`config.mk`:
```
export PLATFORM = sky130hd
export DESIGN_NAME = ansi_parser_flat
export DESIGN_NICKNAME = d
export VERILOG_FILES = /design/src/rtl/ansi_pkg.sv /design/src/rtl/ansi_parser_if.sv /design/src/rtl/ansi_param_acc.sv /design/src/rtl/ansi_parser.sv /design/src/flat_wrapper.sv
export SDC_FILE = /design/constraint.sdc
export NUM_CORES = 1
export LEC_CHECK = 0
export ABC_AREA = 1
export CAP_MARGIN = 40
export CORE_MARGIN = 3
export CORE_UTILIZATION = 62
export DETAILED_ROUTE_END_ITERATION = 12
export PLACE_DENSITY = 0.86
export SETUP_SLACK_MARGIN = 0.05
export SLEW_MARGIN = 40
export SYNTH_ARGS = -nofsm -noshare
export SYNTH_HDL_FRONTEND = slang
export SYNTH_SLANG_ARGS = --single-unit
export TNS_END_PERCENT = 100
```
`constraint.sdc`:
```
create_clock -name clk100 -period 5.35 [get_ports clk100]
set_input_delay 0.8025 -clock clk100 [delete_from_list [all_inputs] [get_ports clk100]]
set_output_delay 0.8025 -clock clk100 [all_outputs]
set_load 0.01 [all_outputs]
```
`src/rtl/ansi_pkg.sv`:
```
// Shared opcodes, parser state encoding and character constants for the ANSI/VT100 decoder.
package ansi_pkg;

    localparam logic [3:0] OP_NOP  = 4'd0;
    localparam logic [3:0] OP_PUTC = 4'd1;
    localparam logic [3:0] OP_CR   = 4'd2;
    localparam logic [3:0] OP_LF   = 4'd3;
    localparam logic [3:0] OP_BS   = 4'd4;
    localparam logic [3:0] OP_TAB  = 4'd5;
    localparam logic [3:0] OP_CUU  = 4'd6;
    localparam logic [3:0] OP_CUD  = 4'd7;
    localparam logic [3:0] OP_CUF  = 4'd8;
    localparam logic [3:0] OP_CUB  = 4'd9;
    localparam logic [3:0] OP_CUP  = 4'd10;
    localparam logic [3:0] OP_ED   = 4'd11;
    localparam logic [3:0] OP_EL   = 4'd12;
    localparam logic [3:0] OP_SGR  = 4'd13;

    typedef enum logic [1:0] {
        ST_GROUND = 2'd0,
        ST_ESC    = 2'd1,
        ST_CSI    = 2'd2
    } state_e;

    localparam logic [7:0] CH_ESC   = 8'h1B;
    localparam logic [7:0] CH_CSI   = 8'h5B;
    localparam logic [7:0] CH_CAN   = 8'h18;
    localparam logic [7:0] CH_SUB   = 8'h1A;
    localparam logic [7:0] CH_SEMI  = 8'h3B;
    localparam logic [7:0] CH_QMARK = 8'h3F;
    localparam logic [7:0] CH_CR    = 8'h0D;
    localparam logic [7:0] CH_LF    = 8'h0A;
    localparam logic [7:0] CH_BS    = 8'h08;
    localparam logic [7:0] CH_TAB   = 8'h09;

    function automatic logic is_digit(input logic [7:0] b);
        return (b >= 8'h30) && (b <= 8'h39);
    endfunction

    // Cursor counts and positions treat an absent or zero parameter as 1.
    function automatic logic [7:0] one_if_zero(input logic present, input logic [7:0] v);
        logic [7:0] r;
        if (!present || (v == 8'd0)) begin
            r = 8'd1;
        end else begin
            r = v;
        end
        return r;
    endfunction

endpackage

```
`src/rtl/ansi_parser_if.sv`:
```
// Byte-in / command-out port bundle of the ANSI decoder.
// master = decoder side, slave = byte source plus screen-update consumer.
interface ansi_parser_if;
    logic [7:0] data;
    logic       complete;
    logic       cmd_valid;
    logic [3:0] cmd_op;
    logic [7:0] cmd_char;
    logic [7:0] cmd_arg0;
    logic [7:0] cmd_arg1;
    logic       cmd_ready;
    logic       overrun;

    modport master (
        input  data, complete, cmd_ready,
        output cmd_valid, cmd_op, cmd_char, cmd_arg0, cmd_arg1, overrun
    );

    modport slave (
        output data, complete, cmd_ready,
        input  cmd_valid, cmd_op, cmd_char, cmd_arg0, cmd_arg1, overrun
    );
endinterface

```
`src/rtl/ansi_param_acc.sv`:
```
// Saturating decimal accumulator for one CSI numeric parameter slot.
module ansi_param_acc #(
    parameter int unsigned PARAM_MAX = 32'd255
) (
    input  logic       clk100,
    input  logic       reset,
    input  logic       clr,
    input  logic       digit_en,
    input  logic [3:0] digit,
    output logic [7:0] value,
    output logic       present
);

    localparam logic [11:0] MAX_W = 12'(PARAM_MAX);
    localparam logic [7:0]  MAX_B = 8'(PARAM_MAX);

    logic [7:0]  value_q, value_d;
    logic        present_q, present_d;
    logic [11:0] prod_s;

    // Next value: clear, or value*10+digit clamped to PARAM_MAX (2559 worst case fits 12 bits).
    always_comb begin
        prod_s    = ({4'd0, value_q} * 12'd10) + {8'd0, digit};
        value_d   = value_q;
        present_d = present_q;
        if (clr) begin
            value_d   = 8'd0;
            present_d = 1'b0;
        end else if (digit_en) begin
            present_d = 1'b1;
            if (prod_s > MAX_W) begin
                value_d = MAX_B;
            end else begin
                value_d = prod_s[7:0];
            end
        end else begin
            value_d   = value_q;
            present_d = present_q;
        end
    end

    // Accumulator registers.
    always_ff @(posedge clk100) begin
        if (reset) begin
            value_q   <= 8'd0;
            present_q <= 1'b0;
        end else begin
            value_q   <= value_d;
            present_q <= present_d;
        end
    end

    assign value   = value_q;
    assign present = present_q;

endmodule

```
`src/rtl/ansi_parser.sv`:
```
// ANSI/VT100 escape-sequence decoder: UART byte strobes in, one terminal command per recognised input out.
// Optional feature: define ANSI_SGR_EN to emit SGR for CSI 'm'; otherwise 'm' sequences are consumed silently.
module ansi_parser
    import ansi_pkg::*;
#(
    parameter int unsigned PARAM_MAX = 32'd255
) (
    input  logic            clk100,
    input  logic            reset,
    ansi_parser_if.master   bus
);

    state_e     state_q, state_d;
    logic [1:0] idx_q, idx_d;
    logic       priv_q, priv_d;
    logic       seen_q, seen_d;
    logic       cmd_valid_q, cmd_valid_d;
    logic [3:0] cmd_op_q, cmd_op_d;
    logic [7:0] cmd_char_q, cmd_char_d;
    logic [7:0] cmd_arg0_q, cmd_arg0_d;
    logic [7:0] cmd_arg1_q, cmd_arg1_d;
    logic       overrun_q, overrun_d;

    logic       byte_acc_s, drop_s;
    logic       acc_clr_s;
    logic [1:0] acc_en_s;
    logic [7:0] p0_val_s, p1_val_s;
    logic       p0_pres_s, p1_pres_s;

    logic       fin_emit_s;
    logic [3:0] fin_op_s;
    logic [7:0] fin_a0_s, fin_a1_s;
    logic [7:0] ek_arg_s;

    logic       emit_s;
    logic [3:0] emit_op_s;
    logic [7:0] emit_char_s, emit_a0_s, emit_a1_s;

    // A byte is taken only when the output slot is free or being drained this cycle.
    assign byte_acc_s = bus.complete && (!cmd_valid_q || bus.cmd_ready);
    assign drop_s     = bus.complete && cmd_valid_q && !bus.cmd_ready;

    // Only the first two parameter slots are kept; later ones are parsed but never stored.
    ansi_param_acc #(.PARAM_MAX(PARAM_MAX)) u_p0 (
        .clk100   (clk100),
        .reset    (reset),
        .clr      (acc_clr_s),
        .digit_en (acc_en_s[0]),
        .digit    (bus.data[3:0]),
        .value    (p0_val_s),
        .present  (p0_pres_s)
    );

    ansi_param_acc #(.PARAM_MAX(PARAM_MAX)) u_p1 (
        .clk100   (clk100),
        .reset    (reset),
        .clr      (acc_clr_s),
        .digit_en (acc_en_s[1]),
        .digit    (bus.data[3:0]),
        .value    (p1_val_s),
        .present  (p1_pres_s)
    );

    // Decode of a CSI final byte against the accumulated parameters.
    always_comb begin
        fin_emit_s = 1'b0;
        fin_op_s   = OP_NOP;
        fin_a0_s   = 8'd0;
        fin_a1_s   = 8'd0;
        ek_arg_s   = p0_pres_s ? p0_val_s : 8'd0;
        if (priv_q) begin
            fin_emit_s = 1'b0;
        end else begin
            case (bus.data)
                8'h41: begin fin_emit_s = 1'b1; fin_op_s = OP_CUU; fin_a0_s = one_if_zero(p0_pres_s, p0_val_s); end
                8'h42: begin fin_emit_s = 1'b1; fin_op_s = OP_CUD; fin_a0_s = one_if_zero(p0_pres_s, p0_val_s); end
                8'h43: begin fin_emit_s = 1'b1; fin_op_s = OP_CUF; fin_a0_s = one_if_zero(p0_pres_s, p0_val_s); end
                8'h44: begin fin_emit_s = 1'b1; fin_op_s = OP_CUB; fin_a0_s = one_if_zero(p0_pres_s, p0_val_s); end
                8'h48, 8'h66: begin
                    fin_emit_s = 1'b1;
                    fin_op_s   = OP_CUP;
                    fin_a0_s   = one_if_zero(p0_pres_s, p0_val_s);
                    fin_a1_s   = one_if_zero(p1_pres_s, p1_val_s);
                end
                8'h4A, 8'h4B: begin
                    fin_emit_s = (ek_arg_s <= 8'd2);
                    fin_op_s   = (bus.data == 8'h4A) ? OP_ED : OP_EL;
                    fin_a0_s   = ek_arg_s;
                end
`ifdef ANSI_SGR_EN
                8'h6D: begin
                    fin_emit_s = 1'b1;
                    fin_op_s   = OP_SGR;
                    fin_a0_s   = p0_pres_s ? p0_val_s : 8'd0;
                    fin_a1_s   = p1_pres_s ? p1_val_s : 8'd0;
                end
`endif
                default: begin
                    fin_emit_s = 1'b0;
                end
            endcase
        end
    end

    // Parser next-state, parameter control and command emission.
    always_comb begin
        state_d     = state_q;
        idx_d       = idx_q;
        priv_d      = priv_q;
        seen_d      = seen_q;
        acc_clr_s   = 1'b0;
        acc_en_s    = 2'b00;
        emit_s      = 1'b0;
        emit_op_s   = OP_NOP;
        emit_char_s = 8'd0;
        emit_a0_s   = 8'd0;
        emit_a1_s   = 8'd0;
        if (byte_acc_s) begin
            case (state_q)
                ST_GROUND: begin
                    if ((bus.data >= 8'h20) && (bus.data <= 8'h7E)) begin
                        emit_s      = 1'b1;
                        emit_op_s   = OP_PUTC;
                        emit_char_s = bus.data;
                    end else begin
                        case (bus.data)
                            CH_CR:   begin emit_s = 1'b1; emit_op_s = OP_CR;  end
                            CH_LF:   begin emit_s = 1'b1; emit_op_s = OP_LF;  end
                            CH_BS:   begin emit_s = 1'b1; emit_op_s = OP_BS;  end
                            CH_TAB:  begin emit_s = 1'b1; emit_op_s = OP_TAB; end
                            CH_ESC:  begin state_d = ST_ESC; end
                            default: begin state_d = ST_GROUND; end
                        endcase
                    end
                end
                ST_ESC: begin
                    if (bus.data == CH_CSI) begin
                        state_d   = ST_CSI;
                        acc_clr_s = 1'b1;
                        idx_d     = 2'd0;
                        priv_d    = 1'b0;
                        seen_d    = 1'b0;
                    end else if (bus.data == CH_ESC) begin
                        state_d = ST_ESC;
                    end else begin
                        state_d = ST_GROUND;
                    end
                end
                ST_CSI: begin
                    if (is_digit(bus.data)) begin
                        seen_d   = 1'b1;
                        acc_en_s = (idx_q == 2'd0) ? 2'b01 : ((idx_q == 2'd1) ? 2'b10 : 2'b00);
                    end else if (bus.data == CH_SEMI) begin
                        idx_d = (idx_q == 2'd2) ? 2'd2 : (idx_q + 2'd1);
                    end else if (bus.data == CH_QMARK) begin
                        priv_d = seen_q ? priv_q : 1'b1;
                    end else if ((bus.data == CH_CAN) || (bus.data == CH_SUB)) begin
                        state_d = ST_GROUND;
                    end else if (bus.data == CH_ESC) begin
                        state_d = ST_ESC;
                    end else if ((bus.data >= 8'h40) && (bus.data <= 8'h7E)) begin
                        state_d   = ST_GROUND;
                        emit_s    = fin_emit_s;
                        emit_op_s = fin_op_s;
                        emit_a0_s = fin_a0_s;
                        emit_a1_s = fin_a1_s;
                    end else begin
                        state_d = ST_CSI;
                    end
                end
                default: begin
                    state_d = ST_GROUND;
                end
            endcase
        end else begin
            state_d = state_q;
        end
    end

    // Output slot: load a new command, drain on acceptance, otherwise hold; overrun is sticky.
    always_comb begin
        cmd_valid_d = cmd_valid_q;
        cmd_op_d    = cmd_op_q;
        cmd_char_d  = cmd_char_q;
        cmd_arg0_d  = cmd_arg0_q;
        cmd_arg1_d  = cmd_arg1_q;
        overrun_d   = overrun_q | drop_s;
        if (emit_s) begin
            cmd_valid_d = 1'b1;
            cmd_op_d    = emit_op_s;
            cmd_char_d  = emit_char_s;
            cmd_arg0_d  = emit_a0_s;
            cmd_arg1_d  = emit_a1_s;
        end else if (cmd_valid_q && bus.cmd_ready) begin
            cmd_valid_d = 1'b0;
            cmd_op_d    = OP_NOP;
            cmd_char_d  = 8'd0;
            cmd_arg0_d  = 8'd0;
            cmd_arg1_d  = 8'd0;
        end else begin
            cmd_valid_d = cmd_valid_q;
        end
    end

    // State and output registers.
    always_ff @(posedge clk100) begin
        if (reset) begin
            state_q     <= ST_GROUND;
            idx_q       <= 2'd0;
            priv_q      <= 1'b0;
            seen_q      <= 1'b0;
            cmd_valid_q <= 1'b0;
            cmd_op_q    <= OP_NOP;
            cmd_char_q  <= 8'd0;
            cmd_arg0_q  <= 8'd0;
            cmd_arg1_q  <= 8'd0;
            overrun_q   <= 1'b0;
        end else begin
            state_q     <= state_d;
            idx_q       <= idx_d;
            priv_q      <= priv_d;
            seen_q      <= seen_d;
            cmd_valid_q <= cmd_valid_d;
            cmd_op_q    <= cmd_op_d;
            cmd_char_q  <= cmd_char_d;
            cmd_arg0_q  <= cmd_arg0_d;
            cmd_arg1_q  <= cmd_arg1_d;
            overrun_q   <= overrun_d;
        end
    end

    assign bus.cmd_valid = cmd_valid_q;
    assign bus.cmd_op    = cmd_op_q;
    assign bus.cmd_char  = cmd_char_q;
    assign bus.cmd_arg0  = cmd_arg0_q;
    assign bus.cmd_arg1  = cmd_arg1_q;
    assign bus.overrun   = overrun_q;

endmodule

```
`src/flat_wrapper.sv`:
```
// flat-port wrapper written by rule: the top's interface ports become plain ports
module ansi_parser_flat import ansi_pkg::*;
#(
    parameter int unsigned PARAM_MAX = 32'd255
)
  (clk100, reset, bus_data, bus_complete, bus_cmd_ready, bus_cmd_valid, bus_cmd_op, bus_cmd_char, bus_cmd_arg0, bus_cmd_arg1, bus_overrun);
  ansi_parser_if bus_i ();
  input  logic clk100;
  input  logic reset;
  input wire logic [$bits(bus_i.data)-1:0] bus_data;
  input wire logic [$bits(bus_i.complete)-1:0] bus_complete;
  input wire logic [$bits(bus_i.cmd_ready)-1:0] bus_cmd_ready;
  output wire logic [$bits(bus_i.cmd_valid)-1:0] bus_cmd_valid;
  output wire logic [$bits(bus_i.cmd_op)-1:0] bus_cmd_op;
  output wire logic [$bits(bus_i.cmd_char)-1:0] bus_cmd_char;
  output wire logic [$bits(bus_i.cmd_arg0)-1:0] bus_cmd_arg0;
  output wire logic [$bits(bus_i.cmd_arg1)-1:0] bus_cmd_arg1;
  output wire logic [$bits(bus_i.overrun)-1:0] bus_overrun;
  assign bus_i.data = bus_data;
  assign bus_i.complete = bus_complete;
  assign bus_i.cmd_ready = bus_cmd_ready;
  assign bus_cmd_valid = bus_i.cmd_valid;
  assign bus_cmd_op = bus_i.cmd_op;
  assign bus_cmd_char = bus_i.cmd_char;
  assign bus_cmd_arg0 = bus_i.cmd_arg0;
  assign bus_cmd_arg1 = bus_i.cmd_arg1;
  assign bus_overrun = bus_i.overrun;
  ansi_parser #(.PARAM_MAX(PARAM_MAX)) u_core (.clk100(clk100), .reset(reset), .bus(bus_i));
endmodule
```
# == Word-level counts from Yosys, hierarchy flattened ==
# Index checks and enable logic that the tools add are counted.
# word_totals
reg_bits,54
latchBits,0
memories,0
input_bits,12
ramBits,0
romBits,0
# classes
n_eq_ne,32
reduce_logical,30
n_shift,0
bitwise_logic,1
n_div,0
mul,2
n_mux,93
n_addsub,3
order_cmp,8
# ops
cell,count
two-way mux 8 bit,31
== test 8 x 7 -> 1 bit (second input constant),9
two-way mux 4 bit,11
two-way mux 2 bit,17
== test 8 x 4 -> 1 bit (second input constant),4
adder 12 x 4 -> 12 bit,2
== test 8 x 5 -> 1 bit (second input constant),3
> comparator 12 x 8 -> 1 bit (second input constant),2
one-hot mux 4 bit (6 select lines),1
multiplier 8 x 3 -> 11 bit (second input constant),2
two-way mux 1 bit,22
== test 8 x 6 -> 1 bit (second input constant),2
greater-or-equal comparator 8 x 6 -> 1 bit (second input constant),2
logical NOT 8 bit,2
one-hot mux 8 bit (2 select lines),1
!= test 2 bit (second input constant),6
one-hot mux 3 bit (4 select lines),1
greater-or-equal comparator 8 x 7 -> 1 bit (second input constant),1
less-or-equal comparator 8 x 2 -> 1 bit (second input constant),1
less-or-equal comparator 8 x 6 -> 1 bit (second input constant),1
less-or-equal comparator 8 x 7 -> 1 bit (second input constant),1
!= test 2 x 1 -> 1 bit (second input constant),4
one-hot mux 1 bit (2 select lines),4
one-hot mux 2 bit (2 select lines),2
19 further kinds,37

# == Depth between registers and ports, before layout ==
# depth
word_depth,14
mapped_depth,14

# == Modules after synthesis ==
# From an unflattened synthesis, not the netlist that was laid out.
# unflattened
cells_unflattened,587
area_unflattened_um2,4205.3
# by_module_without_submodules
module,n_inst,cells_per_inst,area_per_inst_um2
ansi_parser,1,363,2413.6
ansi_param_acc,2,112,895.9

# == Least setup slack after synthesis ==
# OpenSTA, ideal clock, no wires.
# synth_path
kind,input to register
from,input bus_data[1]
to,register u_core.u_p1.value_q[3] (netlist: u_core.u_p1.value[3])
t_required_ns,5.241
path_stages,11
setup_slack_ns,2.873
t_arrival_ns,2.368
cell_sequence,ha_1 > fa_1 > nand2_1 > a21oi_1 > nand2_1 > nor2_1 > or2_2 > o21ai_2 > nand4_1 > nand2_1 > inv_1
# synth_via
elab_chain_len,5
elab_cells_between_ends,14
classes_between,1 x add/sub; 3 x order compare; 1 x eq/ne; 7 x mux; 2 x reduce/logical
# synth_rtl
element,line_no,text
start: declaration,flat_wrapper.sv:10,input wire logic [$bits(bus_i.data)-1:0] bus_data;
branches (longest 5 deep; another with adder 12 x 4 -> 12 bit),n/a,
end signal: assignment,ansi_param_acc.sv:48,value_q <= value_d;
end: declaration,ansi_param_acc.sv:17,"logic [7:0] value_q, value_d;"
# Parallel ways; which one is timed is not known.
# A chain may end at the register's enable or synchronous reset.

# == Worst setup path in the final report ==
# layout_path
from,input bus_data[2]
to,register u_core.cmd_arg0_q[0] (netlist: u_core.bus.cmd_arg0[0])
# layout_via
elab_chain_len,13
elab_cells_between_ends,53
classes_between,5 x order compare; 17 x eq/ne; 23 x mux; 8 x reduce/logical
# layout_rtl
element,line_no,text
== test 8 x 7 -> 1 bit,ansi_parser.sv:74,case (bus.data)
OR reduction 6 bit (no line) or OR reduction 2 bit (tied branches),n/a,
one-hot mux 1 bit (2 select lines) or one-hot mux 8 bit (2 select lines) (tied branches),ansi_parser.sv:74,
two-way mux 1 bit or two-way mux 8 bit (tied branches),ansi_parser.sv:71,if (priv_q) begin
two-way mux 1 bit or two-way mux 8 bit (tied branches),ansi_parser.sv:161,end else if ((bus.data >= 8'h40) && (bus.data <= 8'h7E)) begin
two-way mux 1 bit or two-way mux 8 bit (tied branches),ansi_parser.sv:159,end else if (bus.data == CH_ESC) begin
two-way mux 1 bit or two-way mux 8 bit (tied branches),ansi_parser.sv:157,end else if ((bus.data == CH_CAN) || (bus.data == CH_SUB)) begin
two-way mux 1 bit or two-way mux 8 bit (tied branches),ansi_parser.sv:155,end else if (bus.data == CH_QMARK) begin
two-way mux 1 bit or two-way mux 8 bit (tied branches),ansi_parser.sv:153,end else if (bus.data == CH_SEMI) begin
two-way mux 1 bit or two-way mux 8 bit (tied branches),ansi_parser.sv:150,if (is_digit(bus.data)) begin
one-hot mux 1 bit (2 select lines) or two-way mux 8 bit (tied branches),ansi_parser.sv:119,case (state_q)
two-way mux 1 bit or two-way mux 8 bit (tied branches),ansi_parser.sv:118,if (byte_acc_s) begin
two-way mux 8 bit or nonzero test 2 bit (tied branches),n/a,
end signal: assignment,ansi_parser.sv:226,cmd_arg0_q <= cmd_arg0_d;
end: declaration,ansi_parser.sv:20,"logic [7:0] cmd_arg0_q, cmd_arg0_d;"
# Several ways; a longest one is shown, not always the timed one.

==> results.ini <==
[status]
outcome=complete, no violations

[synth]
synth-compound-area-share=0.131
yosysTopAreaCell=dfxtp_1
muxShareOfSynthArea=0
synth-adder-area-share=0.134
ys_async_sr_fraction=0
ys_ff_latch=54
synth_edf_count=0
synth.most_common_cell=nand2_1
synthCells=578
synth_area_leaders=dfxtp_1 27%, ha_1 11%, nand2_1 10%
yosysWarnings=0
synthesis.nets=631
syn_area_sq_um=4060
synth-simple-area-share=0.344
yosys-top-cells-count=111 x nand2_1, 71 x inv_1, 54 x dfxtp_1
avgSynthCellArea_sq_um=7.02
seq_area_frac_synth=0.267
synth_top_family_by_area=simple AND/OR/NAND/NOR gates
synth_top_area_share=0.267
synthFlopType=dfxtp_1
synth_xor_xnor_area_share=0.0281
ys_types=38

[power_and_ir_drop]
p_leak_nw=1.99
peakVddDrop_v=0.000182
switching_share=0.283
seqPwrFrac=0.538
p_sw_mw=0.216
p_total_mw=0.763
power_density_nw_per_um2=167
intPower_mw=0.547
pwr-share-comb=0.136
clock_power_share=0.326

[global_route]
grt_antenna_before_repair=0
grt_pass1_vias=3754
grt_max_degree=38
overflow=0
grtUsageTotal=0.261
use_met3=0.0378
use_met2=0.455
busiest_layer=met2
grt_pass1_wl_um=16400
met1_usage=0.339

[clocking]
root_buffer=clkbuf_8
clock_path_buffers=2
post_cts.repair.setup_buffers=0
post_cts_resized=0
postCtsHoldBufs=0
cts.sink_count=54
clk_latency_ns=0.31
clkSlewWorstSetupHoldPaths_ns=0.10
htreeDepth=2
cts_tree=yes
cts_buffers=5

[timing]
period_minus_slack_ns=3.17
rsz0062_at_grt=false
slew_viol_final=0
setup_violations=0
worstMarginPinSlew_ns=0.616
final.period_utilization=0.593
layout_setup_ws_ns=2.18
finClkSkew_ns=0.0115
slew_headroom=0.588
hold_ws_ns=0.457
finalHoldViolations=0
clock.fmax_mhz=315
finalSetupTns_ns=0

[drt]
drt_first_iter_violations=368
avgViaCountPerCell=5.71
drc_errors=0
routed_wl_um=9510
drt_pass1_iterations=5
dr_total_vias=3909
routedWlPerCell_um=13.9
ant_nets=0

[finish]
syn2layout_area_growth_pct=12.6
fin_area_sq_um=4570
n_antenna_cell=0
final_layout_size_suffix_gt1_frac=0.105
multiInputGateArea_sq_um=2580
seq_area_sq_um=1080
post-route-util=0.745
nFillCells=498
layout.cells.non_filler=685
final_nets=662

[min_path]
min_path_type=flip-flop to flip-flop
holdPathStages=2
min_from=u_core.u_p1.present$_SDFFE_PP0P_
hold_end=u_core.u_p1.present$_SDFFE_PP0P_

[worst_setup_path]
cp_slowest_cell=clkdlybuf4s50_1
path_cells=clkdlybuf4s50_1 > nand2_1 > nor2_4 > a21oi_1 > nand2_1 > nor2_2 > nand2_2 > nand2_2 > nand2_2 > nand3_1 > a21oi_1
setup.worst_path.class=input port to flip-flop
required_ns=5.53
cp_slowest_stage_delay_ns=0.64
reg2reg_depth=11
r2r_start=u_core.state_q[0]$_SDFFE_PP0P_
timing.rr.end=u_core.bus.cmd_arg0[0]$_SDFFE_PP0P_
cp.arrival_ns=3.35
end_kind=flip-flop
cp_max_fo=29
startpoint_type=input port
cp_common_cell=nand2_2
worst-r2r-setup-slack_ns=2.51

[floorplan]
core_area_sq_um=6130
pin_count=42
die_y_um=86.9
die_w_um=86.9
fp-row-count=28
dieArea_sq_um=7550
initial_core_util=0.661

[placement]
portBuffers=41
place_area_sq_um=4470
post-place-cells=677
place.gp.congestion=1.03
dpl_worst_slack_ns=1.89
hpwl_um=7340

[flow_run]
cap_violations=0

## layout make-up
class / count / share of cell area
multi-input cells: 428 / 0.565
inverters: 78 / 0.0641
well taps: 75 / 0.0205
clock buffers: 6 / 0.0181
clock inverters: 2 / 0.00356
repair buffers: 42 / 0.0915
flip-flops and latches: 54 / 0.237
## layer usage
layer,share of wire,vias to the layer above
met2,0.50,107
li1,-,2000
met5,0,-
met1,0.44,1781
met4,0.018,0
met3,0.042,21
## kinds of logic after synthesis
| kind of cell | after synthesis |
|---|---|
| flops | 54 |
| simple gates | 284 |
| compound gates | 90 |
| fa+ha+maj | 41 |
| buf+inv | 96 |
| xor+xnor | 13 |
## worst max path at each step
stage	cells after the start	end	slack [ns]	startpoint
6_report	11	u_core.bus.cmd_arg0[0]$_SDFFE_PP0P_	2.18	bus_data[2]
5_1_grt	11	u_core.bus.cmd_arg0[2]$_SDFFE_PP0P_	1.95	bus_data[2]
4_1_cts	12	u_core.bus.cmd_char[3]$_SDFFE_PP0P_	2.21	bus_data[2]
3_5_place_dp	12	u_core.bus.cmd_arg0[1]$_SDFFE_PP0P_	1.89	bus_data[2]
3_3_place_gp	12	u_core.u_p1.value[7]$_SDFFE_PP0P_	1.94	bus_data[1]
2_1_floorplan	11	u_core.u_p1.value[3]$_SDFFE_PP0P_	2.87	bus_data[1]
## layout by cell type (no fill, tap or decap), types with 3 or more instances in the layout
master | Yosys | routed
nand2_1 | 111 | 110
inv_1 | 71 | 70
dfxtp_1 | 54 | 54
nand3_1 | 50 | 50
a21oi_1 | 49 | 49
clkdlybuf4s50_1 | 0 | 41
nor2_1 | 38 | 38
nand4_1 | 37 | 37
ha_1 | 37 | 37
o21ai_0 | 16 | 16
nor3_1 | 14 | 14
a21oi_2 | 12 | 12
nand3_2 | 11 | 11
xor2_1 | 10 | 10
nand2_2 | 8 | 9
inv_2 | 6 | 7
clkbuf_8 | 0 | 6
nor2_2 | 5 | 5
fa_1 | 4 | 4
nor2_4 | 3 | 3
xnor2_1 | 3 | 3
## sequential cells by signal (all words and copies together) (netlist names)
name / count
u_core.u_p1.value: 8
u_core.state_q: 2
u_core.seen_q: 1
u_core.bus.cmd_op: 4
u_core.bus.cmd_arg0: 8
u_core.priv_q: 1
u_core.u_p0.value: 8
u_core.bus.cmd_valid: 1
u_core.u_p1.present: 1
u_core.bus.cmd_char: 8
u_core.bus.overrun: 1
u_core.bus.cmd_arg1: 8
u_core.idx_q: 2
u_core.u_p0.present: 1
## critical path, delay by kind of cell
family / cells / cell delay, ns
AOI/OAI and AO/OA: 2 / 0.31
and+or+nand+nor: 8 / 1.60
buffers and inverters: 1 / 0.64
## power by group through the flow
stage / Sequential [mW] / Combinational, mW / Clock [mW]
CTS: 0.410 / 0.102 / 0.250
floorplan: 0.421 / 0.0714 / 0
finish: 0.410 / 0.104 / 0.249
detailed placement: 0.420 / 0.102 / 0
global route: 0.411 / 0.116 / 0.264
global placement: 0.419 / 0.0996 / 0
Note: power is estimated with default switching activity, not from simulation.
==> edit 1 (config.mk and constraints unchanged) <==
`PARAM_MAX` is set to 32'd255 in 3 places; all go to 32'd191.
--- a/src/rtl/ansi_param_acc.sv
+++ b/src/rtl/ansi_param_acc.sv
@@ -1,6 +1,6 @@
 // Saturating decimal accumulator for one CSI numeric parameter slot.
 module ansi_param_acc #(
-    parameter int unsigned PARAM_MAX = 32'd255
+    parameter int unsigned PARAM_MAX = 32'd191
 ) (
     input  logic       clk100,
     input  logic       reset,
--- a/src/rtl/ansi_parser.sv
+++ b/src/rtl/ansi_parser.sv
@@ -3,7 +3,7 @@
 module ansi_parser
     import ansi_pkg::*;
 #(
-    parameter int unsigned PARAM_MAX = 32'd255
+    parameter int unsigned PARAM_MAX = 32'd191
 ) (
     input  logic            clk100,
     input  logic            reset,
--- a/src/flat_wrapper.sv
+++ b/src/flat_wrapper.sv
@@ -1,7 +1,7 @@
 // flat-port wrapper written by rule: the top's interface ports become plain ports
 module ansi_parser_flat import ansi_pkg::*;
 #(
-    parameter int unsigned PARAM_MAX = 32'd255
+    parameter int unsigned PARAM_MAX = 32'd191
 )
   (clk100, reset, bus_data, bus_complete, bus_cmd_ready, bus_cmd_valid, bus_cmd_op, bus_cmd_char, bus_cmd_arg0, bus_cmd_arg1, bus_overrun);
   ansi_parser_if bus_i ();
Behaviour: no difference found for any inputs over 4 cycles, from zero or initial values and one cycle with reset high; that may be too few to reach the edited logic, so the function may still have changed.
==> edit 1 against the unedited design <==
  * Global-route usage is 0.85 points higher
  * Sequential cell count stayed put
  * Routed wire length is 7.4% higher
  * Fmax is 2.9% higher
  * Setup slack better by 0.089 ns
  * Area after synthesis is 4.7% higher
  * Power is 3.6% higher
  * Cell area is 3.8% higher
  * Critical endpoint is now u_core.u_p1.value[1]$_SDFFE_PP0P_
==> edit 1: results (changes against the unedited design) <==
worst vdd ir = 0.210 mV (+15%)
Worst R2R Path Depth = 9 (-2)
CLK BUF = 7 (+1)
clock skew = 0.0106 ns (-0.000867 ns)
syn_area_per_cell = 7.14 sq um (+1.7%)
Total Wirelength = 10200 um (+7.4%)
Worst R2R Start = u_core.u_p0.value[1]$_SDFFE_PP0P_
flop2flop setup slack = 2.56 ns (+0.05 ns)
Fill cells = 526 (+5.6%)
outcome = completed
hpwl dp = 7810 um (+6.3%)
clk cell area share = 0.0222 (+0.000526)
relative slew slack = 0.497 (-0.0912)
Critical-path top delay cell = nor3_2
Reg power frac = 0.520 (-0.018)
Worst R2R End = u_core.u_p0.value[5]$_SDFFE_PP0P_
Clk. pwr = 0.258 mW (+4%)
layout cells sized above 1 = 0.127 (+0.0217)
Hold Startpoint = u_core.bus.cmd_char[7]$_SDFFE_PP0P_
tap cells = 77 (+2.7%)
worst hold slack = 0.468 ns (+0.0103 ns)
crit path DAT = 3.30 ns (-0.05 ns)
DRT iter0 DRCs = 215 (-42%)
Pint = 0.564 mW (+3.0%)
GPL Wtd Cong = 0.948 (-7.7%)
Seq. pwr = 0.411 mW (about the same)
fin nets = 676 (+2.1%)
==> edit 1: changes by cell type after synthesis, sizes merged, moves of 4 or more <==
cell	delta
a21oi	-6
inv	-15
nand2	+7
nand3	+7
nor2	+16
o21ai	+6
or2	+4
xor2	-6
==> edit 1: metal layers <==
metal	vias to the layer above	routed length [um]	track usage
li1	2065	-	-
met1	1934	4650	0.352
met2	80	5090	0.474
met3	12	350	0.0335
met4	0	118	0.0604
met5	-	0	0
==> edit 1: worst max path at each step <==
stage / slack [ns] / from / end / depth (start not counted)
final: 2.27 / bus_data[2] / u_core.u_p1.value[1]$_SDFFE_PP0P_ / 12
after global routing: 1.99 / bus_data[2] / u_core.u_p1.value[2]$_SDFFE_PP0P_ / 12
after CTS: 2.30 / bus_data[2] / u_core.u_p1.value[1]$_SDFFE_PP0P_ / 12
after detailed placement: 1.97 / bus_data[2] / u_core.u_p1.value[1]$_SDFFE_PP0P_ / 12
after global placement: 2.13 / bus_data[1] / u_core.u_p1.value[2]$_SDFFE_PP0P_ / 11
after floorplan: 2.92 / u_core.u_p0.value[1]$_SDFFE_PP0P_ / u_core.u_p0.value[0]$_SDFFE_PP0P_ / 10
==> edit 1: worst min-delay path, stage by stage (launching register included) <==
cell and delay (ns):
dfxtp_1 0.32, nand3_1 0.07, nor2_1 0.04
==> edit 1: cells by family after synthesis <==
| group | after synthesis | synth area share |
|---|---|---|
| and+or+nand+nor | 318 | 0.392 |
| DFF | 54 | 0.255 |
| xor gates and xnor gates | 7 | 0.0144 |
| buffers and inverters | 83 | 0.0849 |
| adders and majority gates | 41 | 0.128 |
| AOI/OAI and AO/OA | 92 | 0.126 |
==> edit 2 (same settings) <==
Without the edit above. Encoding of `state_e`: now one-hot (3 bits for 3 states).
--- a/src/rtl/ansi_pkg.sv
+++ b/src/rtl/ansi_pkg.sv
@@ -16,10 +16,10 @@
     localparam logic [3:0] OP_EL   = 4'd12;
     localparam logic [3:0] OP_SGR  = 4'd13;
 
-    typedef enum logic [1:0] {
-        ST_GROUND = 2'd0,
-        ST_ESC    = 2'd1,
-        ST_CSI    = 2'd2
+    typedef enum logic [2:0] {
+        ST_GROUND = 3'b001,
+        ST_ESC    = 3'b010,
+        ST_CSI    = 3'b100
     } state_e;
 
     localparam logic [7:0] CH_ESC   = 8'h1B;
Check against the original RTL: same outputs for any inputs over 4 cycles, from zero or initial values and one cycle with reset high; so few cycles prove little.
==> edit 2 against the unedited design <==
  * Sequential cell count grew 1
  * Critical path depth rose by 2
  * Routed wire length grew 2.1%
  * Area after synthesis shrank 3.3%
  * Power fell by 0.88%
  * Setup slack better by 0.053 ns
  * Via count fell by 0.43%
  * Cell area fell by 2.4%
==> edit 2: results (changes against the unedited design) <==
most frequent cells after synthesis = nand2_1 (101), inv_1 (64), nand3_1 (59)
via count = 3892 (-0.43%)
initial antenna violation count = 0 (unchanged)
clock skew = 0.00789 ns (-0.00358 ns)
worst vdd ir = 0.145 mV (-20%)
crit path DAT = 3.39 ns (+0.04 ns)
syn_nets = 610 (-3.3%)
DRT iter0 DRCs = 296 (-20%)
CTS buffer count = 5 (unchanged)
H-Tree Depth = 2 (unchanged)
worst hold-check path type = register to register
Async SR Flop Fraction = 0 (unchanged)
Worst R2R Path Depth = 12 (+1)
GRT Util Overall = 0.283 (+0.0215)
Port Buffers = 41 (unchanged)
vias in the first global route = 3769 (+0.40%)
Worst-path clk slew = 0.10 ns (about the same)
synth warn = 0 (unchanged)
M2 GR Usage = 0.489 (+0.0339)
Critical-path top delay cell = clkdlybuf4s50_1
Total Wirelength = 9710 um (+2.1%)
post-CTS sizing = 0 (unchanged)
largest net degree at the start of global routing = 38 (unchanged)
worst-skew pair later-pin latency = 0.32 ns
M1 GR Usage = 0.362 (+0.0231)
CP max stage delay = 0.67 ns (+0.03 ns)
GPL Wtd Cong = 0.930 (-9.5%)
sequential share of the synthesized area = 0.281 (+0.0143)
Synth area leaders = dfxtp_1 (28%), ha_1 (11%), nand2_1 (9.7%)
Post-Place Cell Area = 4360 sq um (-2.4%)
n_diodes = 0 (unchanged)
Leak = 2.00 nW (about the same)
crit-path max FO = 10 (-66%)
Top FF cell, synth = dfxtp_1
Cell variety after synth = 39 (+2.6%)
grt met3 use = 0.0403 (+0.00250)
layout cells sized above 1 = 0.0586 (-0.0463)
first-pass GRT wire length = 17000 um (+4.0%)
Clk Tree Root Cell = clkbuf_8
hold path depth = 2 (unchanged)
delay-heaviest family, CP = simple AND/OR/NAND/NOR gates
Clock Tree Buf Depth = 2 (unchanged)
DRT Pass-1 Iters = 5 (unchanged)
Least-Margin Pin Slew = 0.654 ns (+0.0388 ns)
setup bufs post-CTS = 0 (unchanged)
fin nets = 645 (-2.6%)
hpwl dp = 7370 um (+0.35%)
outcome = completed
## edit 2: worst paths after layout
| kind | from | to | slack (ns) |
|---|---|---|---|
| hold / removal | u_core.bus.cmd_char[7]$_SDFFE_PP0P_ | u_core.bus.cmd_char[7]$_SDFFE_PP0P_ | 0.46 |
| setup reg to reg | u_core.u_p1.value[3]$_SDFFE_PP0P_ | u_core.u_p1.value[0]$_SDFFE_PP0P_ | 2.50 |
| setup / recovery | bus_data[2] | u_core.u_p0.value[7]$_SDFFE_PP0P_ | 2.23 |
| hold reg to reg | u_core.bus.cmd_char[7]$_SDFFE_PP0P_ | u_core.bus.cmd_char[7]$_SDFFE_PP0P_ | 0.46 |
## edit 2: cell type report
type                    instances  area [sq um]
flip-flops and latches         55          1100
clock inverters                 2          16.3
multi-input cells             422          2480
fillers                       494          1570
repair buffers                 42           418
well taps                      75          93.8
clock buffers                   6          82.6
inverters                      70           263
## edit 2: power breakdown
part / internal [mW] / switching, mW
registers: 0.414 / 0.00304
logic: 0.0297 / 0.0633
clock network: 0.106 / 0.140
## edit 2: cells by family after synthesis
logic type,share of synthesized area
fa+ha+maj,0.126
compound gates,0.174
xor+xnor,0.0313
simple gates,0.303
flops,0.281
buf+inv,0.0859
## edit 2: worst min-delay path: stages, from the launching register on
cell and delay (ns):
dfxtp_1 0.32, nand3_1 0.07, nor2_1 0.04
## edit 2: metrics by stage
step	utilization	setup slack [ns]	total power [mW]	std cells	hold slack [ns]
after floorplan	-	2.88	0.486	561	0.445
after global placement	0.723	2.10	0.517	664	0.445
after detailed placement	0.724	2.02	0.519	664	0.451
after CTS	0.740	2.30	0.756	672	0.468
after global routing	0.740	2.03	0.783	672	0.489
final	0.740	2.23	0.756	672	0.464
## edit 2: routing by layer
layer  share of wire  vias up  routed length (um)
li1                -     1957                   -
met1            0.43     1776                4190
met5               0        -                   0
met3           0.061       17                 590
met2            0.49      142                4730
met4           0.020        0                 197
